===== config.mk =====
export PLATFORM = sky130hd
export DESIGN_NAME = nc_mac_engine
export DESIGN_NICKNAME = d
export VERILOG_FILES = /design/src/rtl/nc_pkg.sv /design/src/rtl/nc_mac_lane_sat.sv /design/src/rtl/nc_mac_engine.sv
export SDC_FILE = /design/constraint.sdc
export NUM_CORES = 1
export LEC_CHECK = 0
export CORE_ASPECT_RATIO = 1.4
export CORE_MARGIN = 3
export CORE_UTILIZATION = 37
export CTS_CLUSTER_SIZE = 16
export DETAILED_ROUTE_END_ITERATION = 6
export PLACE_DENSITY = 0.58
export RECOVER_POWER = 25
export SLEW_MARGIN = 15
export SYNTH_ARGS = -nofsm -noshare
export SYNTH_HDL_FRONTEND = slang
export SYNTH_HIERARCHICAL = 1
export SYNTH_SLANG_ARGS = --single-unit

===== constraint.sdc =====
create_clock -name CLK -period 10.2 [get_ports CLK]
set_clock_uncertainty 0.05 [all_clocks]
set_input_delay 2.04 -clock CLK [delete_from_list [all_inputs] [get_ports CLK]]
set_output_delay 2.04 -clock CLK [all_outputs]
set_load 0.02 [all_outputs]

===== src/rtl/nc_pkg.sv =====
// Shared definitions for the vector MAC engine: mode encodings, FSM states,
// header field positions and accumulator saturation bounds.
package nc_pkg;

    localparam logic [1:0] MODE_SMAC = 2'b00;  // signed multiply-accumulate
    localparam logic [1:0] MODE_UMAC = 2'b01;  // unsigned multiply-accumulate
    localparam logic [1:0] MODE_RELU = 2'b10;  // signed MAC, negative lanes read as 0
    localparam logic [1:0] MODE_RSVD = 2'b11;  // reserved, rejected with ERR

    typedef enum logic [1:0] {
        IDLE,
        ACT,
        WGT,
        OUT
    } state_t;

    // Header byte layout: mode in the top two bits, length in the low bits.
    localparam int HDR_MODE_HI = 7;
    localparam int HDR_MODE_LO = 6;

    // Largest signed accumulator value, as an acc_w-bit pattern in the low bits.
    function automatic logic [31:0] sat_smax(input int acc_w);
        return (32'h1 << (acc_w - 1)) - 32'h1;
    endfunction

    // Most negative signed accumulator value, as an acc_w-bit pattern.
    function automatic logic [31:0] sat_smin(input int acc_w);
        return 32'h1 << (acc_w - 1);
    endfunction

    // Largest unsigned accumulator value.
    function automatic logic [31:0] sat_umax(input int acc_w);
        return (acc_w >= 32) ? 32'hFFFF_FFFF : ((32'h1 << acc_w) - 32'h1);
    endfunction

endpackage


===== src/rtl/nc_mac_lane_sat.sv =====
// One 8x8 multiply plus accumulator add with saturation. Combinational; the
// engine shares a single instance across all lanes.
module nc_mac_lane_sat
    import nc_pkg::*;
#(
    parameter int ACC_W = 24
) (
    input  logic [ACC_W-1:0] acc_in,
    input  logic [7:0]       a,
    input  logic [7:0]       w,
    input  logic             is_signed,
    output logic [ACC_W-1:0] acc_out
);

    // One guard bit above the accumulator is enough to detect overflow,
    // because a single 16-bit product never exceeds the accumulator range.
    localparam int EW = ACC_W + 1;
    localparam logic [ACC_W-1:0] SMAX = ACC_W'(sat_smax(ACC_W));
    localparam logic [ACC_W-1:0] SMIN = ACC_W'(sat_smin(ACC_W));
    localparam logic [ACC_W-1:0] UMAX = ACC_W'(sat_umax(ACC_W));

    logic signed [15:0]   prod_s;
    logic [15:0]          prod_u;
    logic signed [EW-1:0] sum_s;
    logic [EW-1:0]        sum_u;

    // Form both signed and unsigned sums, then clamp the selected one.
    always_comb begin
        prod_s  = $signed({{8{a[7]}}, a}) * $signed({{8{w[7]}}, w});
        prod_u  = {8'b0, a} * {8'b0, w};
        sum_s   = $signed({acc_in[ACC_W-1], acc_in}) + $signed({{(EW-16){prod_s[15]}}, prod_s});
        sum_u   = {1'b0, acc_in} + {{(EW-16){1'b0}}, prod_u};
        acc_out = sum_u[ACC_W-1:0];
        if (is_signed) begin
            if (sum_s[EW-1] && !sum_s[EW-2]) begin
                acc_out = SMIN;
            end else if (!sum_s[EW-1] && sum_s[EW-2]) begin
                acc_out = SMAX;
            end else begin
                acc_out = sum_s[ACC_W-1:0];
            end
        end else if (sum_u[EW-1]) begin
            acc_out = UMAX;
        end
    end

endmodule


===== src/rtl/nc_mac_engine.sv =====
// Byte-stream vector multiply-accumulate engine: header, then LEN steps of one
// activation byte followed by LANES weight bytes; results stream out MSB first.
module nc_mac_engine
    import nc_pkg::*;
#(
    parameter int LANES = 4,
    parameter int ACC_W = 24,
    parameter int LEN_W = 6
) (
    input  logic       CLK,
    input  logic       RESET,
    input  logic [7:0] IN_DATA,
    input  logic       IN_VALID,
    output logic       IN_READY,
    output logic [7:0] OUT_DATA,
    output logic       OUT_VALID,
    input  logic       OUT_READY,
    output logic       BUSY,
    output logic       DONE,
    output logic       ERR
);

    localparam int BYTES  = ACC_W / 8;
    localparam int LANE_W = (LANES > 1) ? $clog2(LANES) : 1;

    state_t                 state_reg, state_next;
    logic [1:0]             mode_reg;
    logic [LEN_W:0]         remain_reg;
    logic [7:0]             act_reg;
    logic [LANE_W-1:0]      lane_reg;
    logic [LANE_W-1:0]      olane_reg;
    logic [1:0]             obyte_reg;
    logic [ACC_W-1:0]       acc_reg [LANES];
    logic                   done_reg;
    logic                   err_reg;

    logic                   in_accept;
    logic                   out_accept;
    logic                   last_lane;
    logic                   last_out;
    logic [LEN_W-1:0]       hdr_len;
    logic [1:0]             hdr_mode;
    logic [ACC_W-1:0]       mac_out;
    logic [ACC_W-1:0]       lane_out [LANES];
    logic [ACC_W-1:0]       out_shift;

    assign IN_READY   = (state_reg != OUT) && !RESET;
    assign OUT_VALID  = (state_reg == OUT) && !RESET;
    assign BUSY       = (state_reg != IDLE) && !RESET;
    assign DONE       = done_reg;
    assign ERR        = err_reg;
    assign in_accept  = IN_VALID && IN_READY;
    assign out_accept = OUT_VALID && OUT_READY;
    assign last_lane  = (lane_reg == LANE_W'(LANES - 1));
    assign last_out   = (olane_reg == LANE_W'(LANES - 1)) && (obyte_reg == 2'd0);
    assign hdr_len    = IN_DATA[LEN_W-1:0];
    assign hdr_mode   = IN_DATA[HDR_MODE_HI:HDR_MODE_LO];

    nc_mac_lane_sat #(.ACC_W(ACC_W)) u_mac (
        .acc_in    (acc_reg[lane_reg]),
        .a         (act_reg),
        .w         (IN_DATA),
        .is_signed (mode_reg != MODE_UMAC),
        .acc_out   (mac_out)
    );

    // ReLU masks negative lanes on the way out without touching the accumulator.
    generate
        for (genvar gi = 0; gi < LANES; gi++) begin : gen_relu
            assign lane_out[gi] = (mode_reg == MODE_RELU && acc_reg[gi][ACC_W-1]) ? '0 : acc_reg[gi];
        end
    endgenerate

    // Select the current output byte: lane by olane_reg, byte within lane by obyte_reg.
    always_comb begin
        out_shift = lane_out[olane_reg] >> {obyte_reg, 3'b000};
        OUT_DATA  = OUT_VALID ? out_shift[7:0] : 8'h00;
    end

    // Next-state logic driven by accepted bytes.
    always_comb begin
        state_next = state_reg;
        case (state_reg)
            IDLE: if (in_accept && hdr_mode != MODE_RSVD) state_next = ACT;
            ACT:  if (in_accept) state_next = WGT;
            WGT:  if (in_accept && last_lane) begin
                      state_next = (remain_reg == (LEN_W+1)'(1)) ? OUT : ACT;
                  end
            OUT:  if (out_accept && last_out) state_next = IDLE;
            default: state_next = IDLE;
        endcase
    end

    // State register, accumulators, counters and the DONE/ERR pulses.
    always_ff @(posedge CLK) begin
        if (RESET) begin
            state_reg  <= IDLE;
            mode_reg   <= MODE_SMAC;
            remain_reg <= '0;
            act_reg    <= '0;
            lane_reg   <= '0;
            olane_reg  <= '0;
            obyte_reg  <= '0;
            done_reg   <= 1'b0;
            err_reg    <= 1'b0;
            for (int i = 0; i < LANES; i++) acc_reg[i] <= '0;
        end else begin
            state_reg <= state_next;
            done_reg  <= 1'b0;
            err_reg   <= 1'b0;
            case (state_reg)
                IDLE: if (in_accept) begin
                    for (int i = 0; i < LANES; i++) acc_reg[i] <= '0;
                    mode_reg   <= hdr_mode;
                    remain_reg <= (hdr_len == '0) ? {1'b1, {LEN_W{1'b0}}} : {1'b0, hdr_len};
                    err_reg    <= (hdr_mode == MODE_RSVD);
                end
                ACT: if (in_accept) begin
                    act_reg  <= IN_DATA;
                    lane_reg <= '0;
                end
                WGT: if (in_accept) begin
                    acc_reg[lane_reg] <= mac_out;
                    if (last_lane) begin
                        remain_reg <= remain_reg - 1'b1;
                        olane_reg  <= '0;
                        obyte_reg  <= 2'(BYTES - 1);
                    end else begin
                        lane_reg <= lane_reg + 1'b1;
                    end
                end
                OUT: if (out_accept) begin
                    if (last_out) begin
                        done_reg <= 1'b1;
                    end else if (obyte_reg == 2'd0) begin
                        olane_reg <= olane_reg + 1'b1;
                        obyte_reg <= 2'(BYTES - 1);
                    end else begin
                        obyte_reg <= obyte_reg - 1'b1;
                    end
                end
                default: ;
            endcase
        end
    end

endmodule


==> flow_metrics.env, run 1 <==
export IMPL_dr_pass1_iters=5
export IMPL_drive_gt1_frac=0.0655
export IMPL_ctsHoldBuffers=0
export IMPL_ys_ff_latch=125
export IMPL_netSwitchingFraction=0.360
export IMPL_p_int_uw=1180
export IMPL_fmax_mhz=110
export IMPL_drc=0
export IMPL_p_switching_uw=666
export IMPL_status="complete, but fails checks"
export IMPL_diodes=0
export IMPL_cts_tree="yes"
export IMPL_grt_pass1_vias=10000
export IMPL_cp_data_arrival_time_ns=9.20
export IMPL_comb_power_share=0.354
export IMPL_grt_util_all_layers=0.196
export IMPL_crit_required_ns=10.32
export IMPL_cts_made_buffers=17
export IMPL_seq_area_frac_synth=0.266
export IMPL_syn_nets=1520
export IMPL_peakVddDrop_mv=0.114
export IMPL_routedWlPerCell_um=20.5
export IMPL_nNetsFinal=1522
export IMPL_largest_register_ffs=96
export IMPL_path_max_fanout=17
export IMPL_criticalPathCategory="input pin to register"
export IMPL_cts_htree_levels=4
export IMPL_pre_cts_ws_ns=0.809
export IMPL_setup_viol=0
export IMPL_endpoint_kind="register"
export IMPL_syn_inst=1282
export IMPL_hold_class="register to register"
export IMPL_cap_violations=2
export IMPL_insertion_delay_ns=0.42
export IMPL_wirelength_um=35800
export IMPL_clk_pin_slew_ns=0.06
export IMPL_detail_route_antenna_nets=0
export IMPL_core_area_um2=34400
export IMPL_grt_max_degree=36
export IMPL_grt_antenna_before_repair=0
export IMPL_worst_pin_slew_ns=1.60
export IMPL_slew_headroom=-0.0646
export IMPL_hpwlAfterDp_um=27000
export IMPL_overflow=0
export IMPL_vias=9551
export IMPL_power_density_nw_per_um2=130
export IMPL_area_delta_synth_final_pct=9.34
export IMPL_detail_route_vias_per_cell=5.46
export IMPL_initial_core_util=0.378
export IMPL_rsz0062_at_grt="no"
export IMPL_ys_flop_type="edfxtp_1"
export IMPL_cts_sinks=125
export IMPL_cts_setup_buffers=0
export IMPL_port_buffers=24
export IMPL_synth_edf_count=96
export IMPL_violations="max-capacitance violations, max-slew violations"
export IMPL_final_max_slew_viol_count=34
export IMPL_drtIter0Drc=637
export IMPL_layout_min_cycle_time_ns=9.08
export IMPL_ys_warn_count=6
export IMPL_grt_pass1_wl_um=56600
export IMPL_syn_area_um2=13000
export IMPL_crit_path_start_kind="input pin"
export IMPL_clkPwrFrac=0.320
export IMPL_hold_violations=0
export IMPL_fp_row_count=80
export IMPL_gp_congestion=0.852
export IMPL_io_pins=25
export IMPL_fin_tns_setup_ns=0
export IMPL_die_x_um=165
export IMPL_avgSynthCellArea_um2=10.2
export IMPL_layout_common_cells="inv_1 (195), and2_1 (137), fa_1 (137)"
export IMPL_fin_crit_sh=0.890
export IMPL_die_y_um=228
export IMPL_ys_types=75
export IMPL_async_flop_share=0
export IMPL_clock_root_buffer="clkbuf_16"
export IMPL_fin_ws_ns=1.12
export IMPL_dieArea_um2=37500
export IMPL_power_frac_seq=0.326
export IMPL_power_leakage_uw=0.00621
export IMPL_clock_path_buffers=2
export IMPL_final_common_cell="inv_1"
export IMPL_post_cts_resized=0
Yosys cell counts, types with 12 or more instances:
cell	instances	share of area
nand2_1	84	0.024
a22oi_1	15	0.0086
mux2i_1	13	0.010
nor3_1	16	0.0062
a21o_1	12	0.0069
nor2b_1	14	0.0067
fa_1	137	0.21
inv_1	195	0.056
clkbuf_1	33	0.0095
nor2_1	45	0.013
and2_1	137	0.066
nand2b_1	18	0.0086
edfxtp_1	96	0.22
a221oi_1	29	0.020
mux4_2	25	0.043
xor2_1	18	0.012
a21oi_1	50	0.019
o21ai_0	41	0.016
o21a_1	13	0.0075
dfxtp_1	29	0.045
ha_1	89	0.086
nand3_1	17	0.0065
xnor2_1	19	0.013
worst paths after layout:
check / from / endpoint / slack, ns / cells after the start
setup / recovery: IN_DATA[1] / acc_reg[2][22] / 1.12 / 19
hold / removal: remain_reg[3] / remain_reg[3] / 0.43 / 2
setup reg to reg: register / acc_reg[2][22] / 2.40 / 22
hold reg to reg: remain_reg[3] / remain_reg[3] / 0.43 / 2
metal layers:
metal,wire length (um),up-vias,global-route usage
met1,14000,4883,0.233
met2,19400,238,0.357
li1,-,4382,-
met5,0,-,0
met4,1070,0,0.0645
met3,1400,48,0.0278
through the flow:
stage               hold WS (ns)   util  instance area, um2  power (uW)  instances
detailed placement         0.420  0.397               13700        1270       1716
floorplan                  0.395      -               13000        1070       1282
global route               0.450  0.413               14200        1950       1748
CTS                        0.431  0.414               14200        1850       1748
finish                     0.433  0.413               14200        1850       1748
global placement           0.407  0.397               13700        1260       1716
critical path, cell delays in order:
cell and delay [ns]:
clkdlybuf4s50_1 0.63, and2_1 0.27, inv_1 0.59, fa_1 0.58, fa_1 0.56, inv_1 0.06, fa_1 0.56, fa_1 0.44
ha_1 0.30, ha_1 0.35, a21o_1 0.21, a31o_1 0.20, o2111ai_1 0.32, a21oi_2 0.13, a211o_1 0.36, a41oi_2 0.94
nand4_1 0.25, and3_1 0.26, and2_1 0.14
area by class of cell:
type	instances	area [um2]
tap	451	564
timing repair buffer	33	304
sequential	125	3460
fill	3408	20200
clock buffer	17	425
multi-input combinational	910	8590
inverter	197	739
clock inverter	15	149
logic make-up (layout without fill, tap and decap cells):
logic type	count (synthesis)	in the layout	share of synthesized area
AO/OA/AOI/OAI	228	228	0.125
buffers and inverters	247	262	0.0748
adder cells (fa/ha/maj)	228	228	0.298
multiplexers	39	39	0.0541
AND/OR/NAND/NOR	378	378	0.158
flip-flops	125	125	0.266
XOR/XNOR	37	37	0.0249
power by group through the flow:
stage | clock network, uW | logic, uW | registers (uW)
global route | 620 | 719 | 607
CTS | 592 | 659 | 602
finish | 591 | 653 | 603
detailed placement | 0 | 653 | 613
floorplan | 0 | 465 | 602
global placement | 0 | 649 | 611
Power figures use the tool's default switching activity.
==> inputs of run 2 (changes only) <==
CAP_MARGIN = 15   (was unset)
SYNTH_HIERARCHICAL = unset   (was 1)
==> flow_metrics.env, run 2 <==
export IMPL_status="complete, but fails checks"
export IMPL_violations="max-capacitance violations, max-slew violations"
export IMPL_drive_gt1_frac=0.0784
export IMPL_avgSynthCellArea_um2=9.99
export IMPL_grt_antenna_before_repair=0
export IMPL_port_buffers=24
export IMPL_initial_core_util=0.377
export IMPL_detail_route_vias_per_cell=5.75
export IMPL_ys_warn_count=0
export IMPL_worst_pin_slew_ns=1.94
export IMPL_die_y_um=230
export IMPL_wirelength_um=39000
export IMPL_crit_start="IN_DATA[1]"
export IMPL_insertion_delay_ns=0.45
export IMPL_ys_ff_latch=125
export IMPL_final_max_slew_viol_count=83
export IMPL_fp_row_count=81
export IMPL_hpwlAfterDp_um=29400
export IMPL_setup_viol=0
export IMPL_syn_area_um2=13300
export IMPL_fin_tns_setup_ns=0
export IMPL_async_flop_share=0
export IMPL_io_pins=25
export IMPL_grt_max_degree=34
export IMPL_hold_class="register to register"
export IMPL_nNetsFinal=1567
export IMPL_layout_min_cycle_time_ns=8.81
export IMPL_die_x_um=166
export IMPL_ctsHoldBuffers=0
export IMPL_clock_root_buffer="clkbuf_16"
export IMPL_fin_cells=1796
export IMPL_hold_violations=0
export IMPL_grt_pass1_wl_um=61000
export IMPL_cts_htree_levels=4
export IMPL_yosysMostFrequentCell="inv_1"
export IMPL_power_leakage_uw=0.00622
export IMPL_fmax_mhz=114
export IMPL_largest_register_ffs=96
export IMPL_clk_pin_slew_ns=0.06
export IMPL_endpoint_kind="register"
export IMPL_yosysTopAreaCell="edfxtp_1"
export IMPL_ys_types=77
export IMPL_core_area_um2=35200
export IMPL_detail_route_antenna_nets=0
export IMPL_fin_crit_sh=0.864
export IMPL_final_common_cell="inv_1"
export IMPL_dp_cells=1764
export IMPL_crit_path_start_kind="input pin"
export IMPL_overflow=0
export IMPL_drtIter0Drc=929
export IMPL_regArea_um2=3460
export IMPL_ys_flop_type="edfxtp_1"
export IMPL_dieArea_um2=38200
export IMPL_synth_top_cell_area_share=0.217
export IMPL_slew_headroom=-0.293
export IMPL_cap_violations=3
export IMPL_power_density_nw_per_um2=139
export IMPL_grt_util_all_layers=0.206
export IMPL_rsz0062_at_grt="no"
export IMPL_fillers=3393
export IMPL_layout_common_cells="inv_1 (202), fa_1 (139), edfxtp_1 (96)"
export IMPL_path_max_fanout=20
export IMPL_synthTopCellsByCount="inv_1 (202), fa_1 (139), edfxtp_1 (96)"
export IMPL_diodes=0
export IMPL_dr_pass1_iters=7
export IMPL_peakVddDrop_mv=0.140
export IMPL_synth_edf_count=96
export IMPL_criticalPathCategory="input pin to register"
export IMPL_multi_input_area_um2=8720
export IMPL_post_cts_resized=0
export IMPL_cp_data_arrival_time_ns=9.07
export IMPL_syn_inst=1329
export IMPL_crit_required_ns=10.46
export IMPL_reg2reg_slack_ns=2.71
export IMPL_area_delta_synth_final_pct=9.12
export IMPL_syn_nets=1569
export IMPL_seq_area_frac_synth=0.261
export IMPL_routedWlPerCell_um=21.7
export IMPL_drc=0
export IMPL_clock_path_buffers=2
export IMPL_cts_made_buffers=17
export IMPL_cts_sinks=125
export IMPL_vias=10300
export IMPL_grt_pass1_vias=10600
export IMPL_cts_tree="yes"
export IMPL_ys_top_cells_by_area="edfxtp_1 (22%), fa_1 (21%), ha_1 (8.4%)"
export IMPL_gp_congestion=0.843
export IMPL_cts_setup_buffers=0
export IMPL_hp_start="mode_reg[1]"
-- run 2: layout make-up --
class                           count  area share
Clock buffer                       18      0.0296
Clock inverter                     14      0.0102
Inverter                          204      0.0529
Multi-Input combinational cell    933       0.602
Sequential cell                   125       0.239
Tap cell                          456      0.0394
Timing Repair Buffer               46      0.0270
-- run 2: worst paths after layout --
path              endpoint  cells past startpoint
max          acc_reg[3][1]                     18
min            mode_reg[1]                      2
max reg2reg  acc_reg[3][1]                     20
min reg2reg    mode_reg[1]                      2
-- run 2: stage by stage --
step	hold slack, ns	setup slack [ns]	total power (uW)	utilization	area [um2]
2_1_floorplan	0.403	2.22	1190	-	13300
3_3_place_gp	0.419	0.986	1410	0.396	13900
3_5_place_dp	0.425	0.967	1420	0.396	13900
4_1_cts	0.433	1.43	2030	0.412	14500
5_1_grt	0.477	0.955	2120	0.412	14500
6_report	0.434	1.39	2020	0.412	14500
-- run 2: power breakdown --
| group | internal [uW] | switching (uW) |
|---|---|---|
| Combinational | 280 | 521 |
| Sequential | 584 | 25.8 |
| Clock | 345 | 263 |
| Total | 1210 | 809 |
-- run 2: per-layer routing --
metal | up-vias | track usage | share of wire
met4 | 0 | 0.112 | 0.056
met1 | 5179 | 0.224 | 0.35
li1 | 4676 | - | -
met3 | 96 | 0.0253 | 0.048
met2 | 379 | 0.386 | 0.54
met5 | - | 0 | 0
-- run 2: kinds of logic after synthesis --
| logic type | share of synthesized area |
|---|---|
| compound gates | 0.181 |
| simple gates | 0.107 |
| buf+inv | 0.0829 |
| fa+ha+maj | 0.294 |
| flops | 0.261 |
| mux | 0.0515 |
| xor+xnor | 0.0222 |
-- run 2: worst max-delay path, stage by stage --
cell	delay (ns)
clkdlybuf4s50_1	0.63
and2_1	0.38
inv_1	0.63
fa_1	0.57
fa_1	0.52
inv_1	0.06
fa_1	0.56
fa_1	0.42
ha_1	0.29
ha_1	0.37
and3_1	0.23
nor2_1	0.06
nor3_1	0.37
and2_1	0.24
a311oi_4	0.08
xnor2_2	0.65
a31o_1	0.78
o21a_1	0.19
==> RTL edit 1, RTL diff (config.mk and constraints of run 1) <==
Set the parameter `LANES` to 16 (it was 4).
--- a/src/rtl/nc_mac_engine.sv
+++ b/src/rtl/nc_mac_engine.sv
@@ -5,3 +5,3 @@
 #(
-    parameter int LANES = 4,
+    parameter int LANES = 16,
     parameter int ACC_W = 24,
Behaviour: not the same (Yosys sat finds a counterexample within 10 cycles, from zero or initial values and one cycle with RESET high).
==> RTL edit 1 against run 1 <==
Final area increased by 130%; register-to-register slack got worse by 1.2 ns; setup slack got worse by 0.15 ns; the run still ends with max-capacitance violations, max-slew violations left; synthesized area increased by 120%; power increased to 2.7 times the old value; combinational power increased by 100%; wire length increased to 2.7 times the old value; largest cell class unchanged; sequential cell count increased by 294; utilization decreased by 0.19 points.
==> RTL edit 1: results (changes against run 1) <==
| Item | This run | vs run 1 |
| --- | --- | --- |
| Unique cell type count in the Yosys netlist | 78 | was 75 |
| Wire length per cell | 27.2 um | was 20.5 um |
| Slowest cell on the critical path | sky130_fd_sc_hd__a311oi_2 | was sky130_fd_sc_hd__a41oi_2 |
| PwrDens | 155 nW/um^2 | was 130 nW/um^2 |
| Register-to-register setup slack | 1.19 ns | was 2.40 ns |
| Routed wire length on met2 | 48.8 mm | was 19.4 mm |
| TritonCTS Buffers | 44 | was 17 |
| Violations in the final reports | max-capacitance violations, max-slew violations | unchanged |
| Proportion of synthesized chip area in sequential cells | 41.8% | was 26.6% |
| Fraction of met1 tracks used by global routing | 27.8% | was 23.3% |
| Maximum number of pins on one net before global-route repair | 73 | was 36 |
| Length of routed wiring on met1 | 35.5 mm | was 14.0 mm |
| Switching power as a share of total power | 33.6% | was 36.0% |
| Number of max-cap violations | 12 | was 2 |
| Clk_lat worst skew | 0.60 ns | was 0.42 ns |
| DP Cell Count | 3495 | was 1716 |
| Layout cells sized above 1 | 12.8% | was 6.55% |
| Number of nets in the layout | 2736 | was 1522 |
| Leakage dissipation | 12.1 nW | was 6.21 nW |
| Maximum number of buffers from clock root to sink | 3 | was 2 |
| Post-place setup slack | 0.501 ns | was 0.809 ns |
| Global routing usage summed across all routing layers | 23.4% | was 19.6% |
| Synthesized net count | 2760 | was 1520 |
| Area after detailed placement | 30900 sq um | was 13700 sq um |
| Worst supply voltage drop on vdd | 0.115 mV | was 0.114 mV |
| H-tree depth | 2 | was 4 |
| Violation count after the first detailed-routing iteration | 2109 | was 637 |
| Total length of routed wires | 97.2 mm | was 35.8 mm |
| Status | complete, but fails checks | unchanged |
| Met2 layer usage reported by global route | 41.2% | was 35.7% |
| Critical Path Max Stage Delay | 1.02 ns | was 0.94 ns |
| Final slew viol count | 308 | was 34 |
| Portion of total power attributed to combinational logic | 26.4% | was 35.4% |
| Most common library cells after synthesis | sky130_fd_sc_hd__and2_1, sky130_fd_sc_hd__edfxtp_1, sky130_fd_sc_hd__inv_1, sky130_fd_sc_hd__fa_1, sky130_fd_sc_hd__nand2_1 | was sky130_fd_sc_hd__inv_1, sky130_fd_sc_hd__and2_1, sky130_fd_sc_hd__fa_1, sky130_fd_sc_hd__edfxtp_1, sky130_fd_sc_hd__ha_1 |
| Largest cells by area after synthesis | sky130_fd_sc_hd__edfxtp_1, sky130_fd_sc_hd__mux4_2, sky130_fd_sc_hd__fa_1, sky130_fd_sc_hd__and2_1, sky130_fd_sc_hd__ha_1 | was sky130_fd_sc_hd__edfxtp_1, sky130_fd_sc_hd__fa_1, sky130_fd_sc_hd__ha_1, sky130_fd_sc_hd__and2_1, sky130_fd_sc_hd__inv_1 |
| Largest register FFs | 384 | was 96 |
| Number of fill cells | 7391 | was 3408 |
| Metal3 WL | 7.13 mm | was 1.40 mm |
| Placer Congestion | 0.897 | was 0.852 |
| Clk pwr share | 32.3% | was 32.0% |
RTL edit 1: cell count changes after synthesis, moves of 41 or more:
cell                       change
sky130_fd_sc_hd__edfxtp_1    +288
sky130_fd_sc_hd__clkbuf_1     +89
sky130_fd_sc_hd__nand2_1      +51
sky130_fd_sc_hd__mux4_2       +99
sky130_fd_sc_hd__and2_1      +285
sky130_fd_sc_hd__a221oi_1     +72
sky130_fd_sc_hd__a211oi_1     +41
RTL edit 1: cell type report:
type,instances,area (sq um),share of cell area [%]
multi-input cells,1707,15500,48.3
flip-flops and latches,419,12200,38.1
well taps,1045,1310,4.07
clock buffers,59,1170,3.64
repair buffers,113,868,2.70
inverters,213,800,2.49
clock inverters,22,210,0.654
diodes,1,2.50,0.00778
RTL edit 1: cells by family after synthesis:
| logic type | Yosys count | share of synthesized area [%] |
|---|---|---|
| fa+ha+maj | 226 | 13.2 |
| buf+inv | 396 | 5.51 |
| xor+xnor | 42 | 1.26 |
| simple gates | 801 | 15.6 |
| flops | 419 | 41.8 |
| compound gates | 462 | 11.3 |
| mux | 176 | 11.4 |
RTL edit 1: tightest hold or removal path, stage by stage, from the launching register on:
cell	delay (ns)
sky130_fd_sc_hd__dfxtp_1	0.31
sky130_fd_sc_hd__o21ai_0	0.07
sky130_fd_sc_hd__a21oi_1	0.07
RTL edit 1: final timing paths:
path / cells after the start / end / startpoint
hold reg to reg: 2 / remain_reg[5] / remain_reg[5]
setup reg to reg: 20 / acc_reg[0][22] / flip-flop
setup / recovery: 20 / acc_reg[0][22] / IN_DATA[6]
hold / removal: 2 / remain_reg[5] / remain_reg[5]
==> RTL edit 2, RTL diff (flow settings as in run 1) <==
Made on the original files. The 4 states of `state_t` get a one-hot encoding in 4 bits.
--- a/src/rtl/nc_pkg.sv
+++ b/src/rtl/nc_pkg.sv
@@ -9,7 +9,7 @@
 
-    typedef enum logic [1:0] {
-        IDLE,
-        ACT,
-        WGT,
-        OUT
+    typedef enum logic [3:0] {
+        IDLE = 4'b0001,
+        ACT  = 4'b0010,
+        WGT  = 4'b0100,
+        OUT  = 4'b1000
     } state_t;
Formal check against the unedited RTL: no difference found for any inputs over 4 cycles, from zero or initial values and one cycle with RESET high; so few cycles prove little.
==> RTL edit 2 against run 1 <==
The flow finishes with violations (design-rule violations, max-capacitance violations, max-slew violations); combinational power grew 38%; first-iteration DRC count grew 32%; synthesized area grew 1.7%; synthesized cell count shrank 0.23%; sequential cell count grew 2; setup slack gained 0.52 ns; power grew 16%; final area grew 1.2%; wire length grew 2.8%; largest cell class unchanged; largest power group unchanged.
==> RTL edit 2: results (changes against run 1) <==
| Item | This run | vs run 1 |
| --- | --- | --- |
| Critical Path Max Stage Delay | 0.63 ns | was 0.94 ns |
| Final slew viol count | 117 | was 34 |
| Violations in the final reports | design-rule violations, max-capacitance violations, max-slew violations | was max-capacitance violations, max-slew violations |
| Synthesized area per cell | 10.4 sq um | was 10.2 sq um |
| Worst supply voltage drop on vdd | 0.208 mV | was 0.114 mV |
| Violation count after the first detailed-routing iteration | 843 | was 637 |
| Met2 layer usage reported by global route | 35.4% | was 35.7% |
| DRC viols | 1 | was 0 |
| Most common library cells after synthesis | sky130_fd_sc_hd__inv_1, sky130_fd_sc_hd__fa_1, sky130_fd_sc_hd__edfxtp_1, sky130_fd_sc_hd__ha_1, sky130_fd_sc_hd__and3_1 | was sky130_fd_sc_hd__inv_1, sky130_fd_sc_hd__and2_1, sky130_fd_sc_hd__fa_1, sky130_fd_sc_hd__edfxtp_1, sky130_fd_sc_hd__ha_1 |
| Number of fill cells | 3420 | was 3408 |
| Top flip-flop cell by instance count after synthesis | sky130_fd_sc_hd__edfxtp_1 | unchanged |
| Unique cell type count in the Yosys netlist | 84 | was 75 |
| Met3 global-route usage | 1.99% | was 2.78% |
| Root Buffer Master | sky130_fd_sc_hd__clkbuf_16 | unchanged |
| Largest cells by area after synthesis | sky130_fd_sc_hd__edfxtp_1, sky130_fd_sc_hd__fa_1, sky130_fd_sc_hd__ha_1, sky130_fd_sc_hd__inv_1, sky130_fd_sc_hd__dfxtp_1 | was sky130_fd_sc_hd__edfxtp_1, sky130_fd_sc_hd__fa_1, sky130_fd_sc_hd__ha_1, sky130_fd_sc_hd__and2_1, sky130_fd_sc_hd__inv_1 |
| Wire length per cell | 21.1 um | was 20.5 um |
| Length of routed wiring on met1 | 14.9 mm | was 14.0 mm |
| Area after detailed placement | 13900 sq um | was 13700 sq um |
| Number of max-cap violations | 4 | was 2 |
| Total iterations of the first detailed-routing run | 7 | was 5 |
| Status | complete, but fails checks | unchanged |
| Global routing usage summed across all routing layers | 19.6% | about the same |
| Detailed-placement wirelength estimate | 27.1 mm | was 27.0 mm |
| Synthesized net count | 1517 | was 1520 |
| Routed wire length on met2 | 18.8 mm | was 19.4 mm |
| Layout cells sized above 1 | 7.98% | was 6.55% |
| Rel. slew slack | -23.5% | was -6.46% |
| Leakage dissipation | 6.42 nW | was 6.21 nW |
| Placer Congestion | 0.858 | was 0.852 |
| Slowest cell on the critical path | sky130_fd_sc_hd__clkdlybuf4s50_1 | was sky130_fd_sc_hd__a41oi_2 |
| Fraction of met1 tracks used by global routing | 23.6% | was 23.3% |
| Via density | 5.57 | was 5.46 |
| Metal3 WL | 1.60 mm | was 1.40 mm |
RTL edit 2: cell count changes after synthesis, moves of 6 or more:
cell                               run 1  this run
sky130_fd_sc_hd__and2_1              137        65
sky130_fd_sc_hd__and3_1               10        76
sky130_fd_sc_hd__o311a_1               7         1
sky130_fd_sc_hd__buf_4                 1        11
sky130_fd_sc_hd__a2111oi_2             0         7
sky130_fd_sc_hd__nand2b_1             18         9
sky130_fd_sc_hd__a221oi_1             29        37
sky130_fd_sc_hd__o21ai_0              41        23
sky130_fd_sc_hd__a211o_1               2        12
sky130_fd_sc_hd__nand2_1              84        73
RTL edit 2: final timing paths:
path | startpoint | to | slack, ns | depth (start not counted)
max | IN_DATA[1] | acc_reg[1][2] | 1.64 | 20
min | remain_reg[6] | remain_reg[6] | 0.43 | 2
max reg2reg | flip-flop | acc_reg[1][2] | 3.08 | 23
min reg2reg | remain_reg[6] | remain_reg[6] | 0.43 | 2
RTL edit 2: power by group:
group	internal (mW)	switching, mW
Clock	0.360	0.234
Sequential	0.613	0.0376
Combinational	0.330	0.569
Total	1.30	0.840
RTL edit 2: logic make-up after synthesis:
| logic type | synth area share, % |
|---|---|
| compound gates | 13.2 |
| buf+inv | 8.04 |
| xor+xnor | 2.51 |
| fa+ha+maj | 29.3 |
| mux | 5.31 |
| flops | 26.5 |
| simple gates | 15.2 |
RTL edit 2: area by class of cell:
type / count / area [sq um] / area share [%]
Tap cell: 456 / 571 / 3.96
Clock buffer: 22 / 485 / 3.37
Timing Repair Buffer: 42 / 360 / 2.50
Clock inverter: 10 / 82.6 / 0.574
Inverter: 196 / 736 / 5.11
Sequential cell: 127 / 3500 / 24.3
Multi-Input combinational cell: 894 / 8660 / 60.1
